[src/rtl/cv32e40s_pkg.sv]
// Shared types for the multiplier issue stage: multiplier opcode, issue FSM state,
// funct3 encodings and the funct3 -> (operator, signed mode) decode.
package cv32e40s_pkg;

  typedef enum logic [0:0] {
    MUL_M32 = 1'b0,
    MUL_H   = 1'b1
  } mul_opcode_e;

  typedef enum logic [0:0] {
    MI_IDLE = 1'b0,
    MI_BUSY = 1'b1
  } mul_issue_state_e;

  localparam logic [2:0] FUNCT3_MUL    = 3'b000;
  localparam logic [2:0] FUNCT3_MULH   = 3'b001;
  localparam logic [2:0] FUNCT3_MULHSU = 3'b010;
  localparam logic [2:0] FUNCT3_MULHU  = 3'b011;

  typedef struct packed {
    mul_opcode_e op;
    logic [1:0]  signed_mode;  // [0]=op_a signed, [1]=op_b signed
  } mul_decode_t;

  // Reserved 1xx encodings fall through to the low-word multiply.
  function automatic mul_decode_t mul_decode(input logic [2:0] funct3);
    mul_decode_t d;
    d.op          = MUL_H;
    d.signed_mode = 2'b00;
    case (funct3)
      FUNCT3_MULH:   d.signed_mode = 2'b11;
      FUNCT3_MULHSU: d.signed_mode = 2'b01;
      FUNCT3_MULHU:  d.signed_mode = 2'b00;
      default:       d.op          = MUL_M32;
    endcase
    return d;
  endfunction

endpackage

[src/rtl/cv32e40s_mul_issue.sv]
// EX-stage issue/retire stage in front of the 32x32 multiplier.
// Optional output register enabled by defining CV32E40S_MUL_RESULT_REG_EN.
module cv32e40s_mul_issue
  import cv32e40s_pkg::*;
#(
  parameter int TAG_W = 5
) (
  input  logic             clk,
  input  logic             rst_n,
  input  logic             valid_i,
  output logic             ready_o,
  input  logic [2:0]       funct3_i,
  input  logic [31:0]      rs1_i,
  input  logic [31:0]      rs2_i,
  input  logic [TAG_W-1:0] rd_i,
  input  logic             kill_i,
  output logic             mul_valid_o,
  output mul_opcode_e      mul_operator_o,
  output logic [1:0]       mul_signed_mode_o,
  output logic [31:0]      mul_op_a_o,
  output logic [31:0]      mul_op_b_o,
  input  logic [31:0]      mul_result_i,
  input  logic             mul_valid_i,
  input  logic             mul_done_i,
  output logic             mul_ready_o,
  output logic             wb_valid_o,
  input  logic             wb_ready_i,
  output logic [31:0]      wb_result_o,
  output logic [TAG_W-1:0] wb_rd_o
);

  mul_issue_state_e state_q, state_d;
  logic [31:0]      op_a_q, op_b_q;
  logic [2:0]       funct3_q;
  logic [TAG_W-1:0] rd_q;
  logic             busy, complete, accept;
  mul_decode_t      dec;
  logic             unused_done;

  // Completion is fully determined by valid/ready; done is redundant with it.
  assign unused_done = mul_done_i;

  assign busy        = (state_q == MI_BUSY);
  assign mul_valid_o = busy && !kill_i;
  assign complete    = mul_valid_o && mul_valid_i && mul_ready_o;
  assign ready_o     = !kill_i && (!busy || complete);
  assign accept      = valid_i && ready_o;

  assign dec               = mul_decode(funct3_q);
  assign mul_operator_o    = dec.op;
  assign mul_signed_mode_o = dec.signed_mode;
  assign mul_op_a_o        = op_a_q;
  assign mul_op_b_o        = op_b_q;

  always_comb begin
    state_d = state_q;
    if (kill_i)        state_d = MI_IDLE;
    else if (accept)   state_d = MI_BUSY;
    else if (complete) state_d = MI_IDLE;
  end

  always_ff @(posedge clk or negedge rst_n) begin
    if (!rst_n) begin
      state_q  <= MI_IDLE;
      op_a_q   <= '0;
      op_b_q   <= '0;
      funct3_q <= '0;
      rd_q     <= '0;
    end else begin
      state_q <= state_d;
      if (accept) begin
        op_a_q   <= rs1_i;
        op_b_q   <= rs2_i;
        funct3_q <= funct3_i;
        rd_q     <= rd_i;
      end
    end
  end

`ifdef CV32E40S_MUL_RESULT_REG_EN
  logic             out_valid_q;
  logic [31:0]      out_result_q;
  logic [TAG_W-1:0] out_rd_q;

  // A full register stalls the multiplier in its final step until writeback drains it.
  assign mul_ready_o = !out_valid_q || wb_ready_i;
  assign wb_valid_o  = out_valid_q && !kill_i;
  assign wb_result_o = out_result_q;
  assign wb_rd_o     = out_rd_q;

  always_ff @(posedge clk or negedge rst_n) begin
    if (!rst_n) begin
      out_valid_q  <= 1'b0;
      out_result_q <= '0;
      out_rd_q     <= '0;
    end else if (kill_i) begin
      out_valid_q <= 1'b0;
    end else if (complete) begin
      out_valid_q  <= 1'b1;
      out_result_q <= mul_result_i;
      out_rd_q     <= rd_q;
    end else if (wb_ready_i) begin
      out_valid_q <= 1'b0;
    end
  end
`else
  assign mul_ready_o = wb_ready_i;
  assign wb_valid_o  = mul_valid_o && mul_valid_i;
  assign wb_result_o = mul_result_i;
  assign wb_rd_o     = rd_q;
`endif

endmodule

[config.mk]
export PLATFORM = sky130hd
export DESIGN_NAME = cv32e40s_mul_issue
export DESIGN_NICKNAME = d
export VERILOG_FILES = /design/src/rtl/cv32e40s_pkg.sv /design/src/rtl/cv32e40s_mul_issue.sv
export SDC_FILE = /design/constraint.sdc
export NUM_CORES = 1
export LEC_CHECK = 0
export BUFFER_PORTS_ARGS = -buffer_cell sky130_fd_sc_hd__buf_2
export CAP_MARGIN = 20
export CORE_MARGIN = 2
export CORE_UTILIZATION = 35
export CTS_CLUSTER_DIAMETER = 100
export DETAILED_ROUTE_END_ITERATION = 12
export PLACE_DENSITY = 0.72
export SLEW_MARGIN = 30
export SYNTH_ARGS = -nofsm -noshare
export SYNTH_HDL_FRONTEND = slang
export SYNTH_SLANG_ARGS = --single-unit
export TNS_END_PERCENT = 10
[constraint.sdc]
create_clock -name clk -period 4.3 [get_ports clk]
set_input_delay 0.215 -clock clk [delete_from_list [all_inputs] [get_ports clk]]
set_output_delay 0.215 -clock clk [all_outputs]
set_load 0.03 [all_outputs]
==> results.yml <==
outcome:
  status: "complete, no violations"
floorplan:
  core_sq_mm: 0.00933
  num_rows: 35
  chipHeight_um: 102
  start_util_pct: 36.3
  ios: 219
  dieArea_sq_mm: 0.0105
  die_w_um: 102
critical_path:
  worst-path-buf-inv: 1
  cp-endpoint: "mul_op_b_o[22]"
  r2r_start: "busy"
  critPathLaunchType: "flop"
  slowest_stage: "buf_4"
  critPathCaptureType: "flop"
  crit_cells: 4
  timing.reg2reg.worst_path_depth: 4
  critPathLaunch: "busy"
  r2r_setup_slack_ps: 2350
  r2r-end: "mul_op_b_o[22]"
  crit_chain: "a21boi_4 > nor3b_4 > buf_4 > mux2_4"
  required_ps: 4510
  cp_max_fo: 43
  critical-path-max-stage-delay_ps: 660
  critPathTopFamily: "buffers and inverters"
  cp.arrival_ps: 2170
  path_class: "reg -> reg"
routing:
  drc_errors: 0
  totalWireLength_um: 6380
  vias: 1960
  detail_route.wl_per_cell_um: 14.0
  drtAntennaViolNets: 0
  vias_per_cell: 4.29
  drt_iter0_drc: 27
  firstDrtPassIters: 3
sta:
  fin_skew_ps: 10.6
  max_freq_mhz: 512
  finalCritPeriodShare_pct: 45.4
  report.final.slew_viol_count: 0
  whs_ps: 101
  setup_tns_ps: 0
  worst_pin_slew_ps: 776
  rsz0062_at_grt: "false"
  hold_violations: 0
  finalSetupViolCount: 0
  fin_crit_ps: 1950
  slew_headroom_pct: 48.3
layout:
  final_cells: 457
  nFillCells: 883
  area_growth_pct: 22.2
  multi_input_area_sq_mm: 0.00116
  ff_latch_area_sq_mm: 0.00183
  final_common_cell: "buf_2"
  final_nets: 435
  n_antenna_cell: 0
  final_layout_size_suffix_gt1_share_pct: 74.4
  mostFrequentLayoutCells: "152 x buf_2, 73 x dfrtp_1, 70 x mux2_4, 9 x clkbuf_8, 6 x nor2_1"
yosys:
  yosysTopAreaCell: "dfrtp_1"
  yosysSeqAreaShare_pct: 54.0
  ys_warn_count: 0
  ys_seq_elements: 73
  ys_top_cells_by_area: "dfrtp_1 54%, mux2_4 31%, buf_4 7.3%"
  yosysTopAreaCellShare_pct: 54.0
  netlist_area_sq_mm: 0.00338
  synth.distinct_cells: 13
  syn-num-nets: 309
  syn_avg_cell_area_sq_um: 17.1
  syn_inst: 198
flow_run:
  cap_violations: 0
worst_hold_path:
  hold_path_class: "in -> reg"
clock_network:
  cts_tree: "done"
  cts_max_level: 3
  clk_pin_slew_worst_paths_ps: 80
  cts_root_buf: "clkbuf_8"
  cts_buffer_depth: 2
  insertion_delay_ps: 340
  cts_sinks: 73
  cts_buffers: 9
placement:
  gp_congestion: 0.676
  dp_cells: 441
  portBuffers: 153
  dp_hpwl_um: 4580
power:
  power_frac_seq_pct: 42.4
  power.share.clock_pct: 24.7
  power_leakage_nw: 2.13
  p_int_w: 0.00137
  power_density_mw_per_mm2: 503
  switching_power_w: 0.000712
  ir_drop_uv: 181
  sw_frac_of_total_pct: 34.3
  power_frac_comb_pct: 33.0
grt:
  grt_pass1_wl_um: 9590
  grt_usage_pct: 11.9
  grt_pass1_vias: 2032
  grt_max_degree: 74
  grt-ovfl-total: 0
  antenna_found_initial: 0
-- how the worst min path moves through the flow --
stage / startpoint / end / depth (start not counted)
floorplan: rst_n / busy / 0
global placement: rst_n / mul_op_a_o[10] / 1
detailed placement: rst_n / mul_op_a_o[15] / 1
CTS: rst_n / mul_op_a_o[15] / 1
global route: funct3_i[1] / funct3_q[1] / 2
finish: funct3_i[1] / funct3_q[1] / 2
-- worst reg2reg max path, delay by kind of cell (launching register included) --
family          cells  cell delay [ps]
buf+inv             1              660
simple gates        1              250
flops               1              380
mux                 1              390
compound gates      1              150
-- power by group through the flow --
stage | Sequential (W) | Combinational, W | Clock (W)
3_5_place_dp | 0.000891 | 0.000693 | 0
2_1_floorplan | 0.00113 | 0.000306 | 0
6_report | 0.000881 | 0.000685 | 0.000513
3_3_place_gp | 0.000885 | 0.000685 | 0
5_1_grt | 0.000898 | 0.000725 | 0.000562
4_1_cts | 0.000883 | 0.000694 | 0.000535
-- synthesized netlist by cell type --
| library cell | count |
|---|---|
| dfrtp_1 | 73 |
| mux2_4 | 70 |
| buf_4 | 33 |
| buf_12 | 7 |
| nor2_1 | 6 |
| mux2_2 | 2 |
| a21boi_4 | 1 |
| and2_2 | 1 |
| buf_6 | 1 |
| nor2b_1 | 1 |
| nor3b_1 | 1 |
| nor3b_2 | 1 |
| xnor2_1 | 1 |
-- what timing repair did --
| action | 4_1_cts | 5_1_grt |
|---|---|---|
| resized for setup | 0 | 0 |
| hold buffers | 0 | 1 |
| setup buffers | 0 | 0 |
| hold endpoints to repair | 0 | 73 |
-- flip-flops by register name, indices dropped and copies added (netlist names) --
| signal | count |
|---|---|
| mul_op_a_o | 32 |
| mul_op_b_o | 32 |
| wb_rd_o | 5 |
| funct3_q | 3 |
| busy | 1 |
-- area by class of cell --
class	count	area share, %
flip-flops and latches	73	44.2
multi-input cells	84	28.1
repair buffers	156	19.3
well taps	129	3.90
clock buffers	10	3.09
clock inverters	5	1.39
-- layer usage --
metal  up-vias  GRT usage (%)  routed length (um)
li1        887              -                   -
met3         6           3.69                 532
met5         -              0                   0
met4         0           5.44                  63
met2       111           20.2                3240
met1       956           13.7                2550
-- per-stage QoR --
step                instance area, sq um  utilization [%]  setup WS, ps  power (W)
CTS                                 4120             44.2          2310    0.00211
global route                        4130             44.3          2240    0.00219
finish                              4130             44.3          2350    0.00208
detailed placement                  3940             42.2          2340    0.00158
global placement                    3940             42.2          2390    0.00157
floorplan                           3380                -          2870    0.00144
-- logic make-up (layout without fill, tap and decap cells) --
logic type	after synthesis	after routing	synth area share (%)
buffers and inverters	41	171	11.8
DFF	73	73	54.0
muxes	72	72	31.7
xor gates and xnor gates	1	1	0.259
and+or+nand+nor	10	10	1.66
AOI/OAI and AO/OA	1	1	0.555
Power figures use the tool's default switching activity.
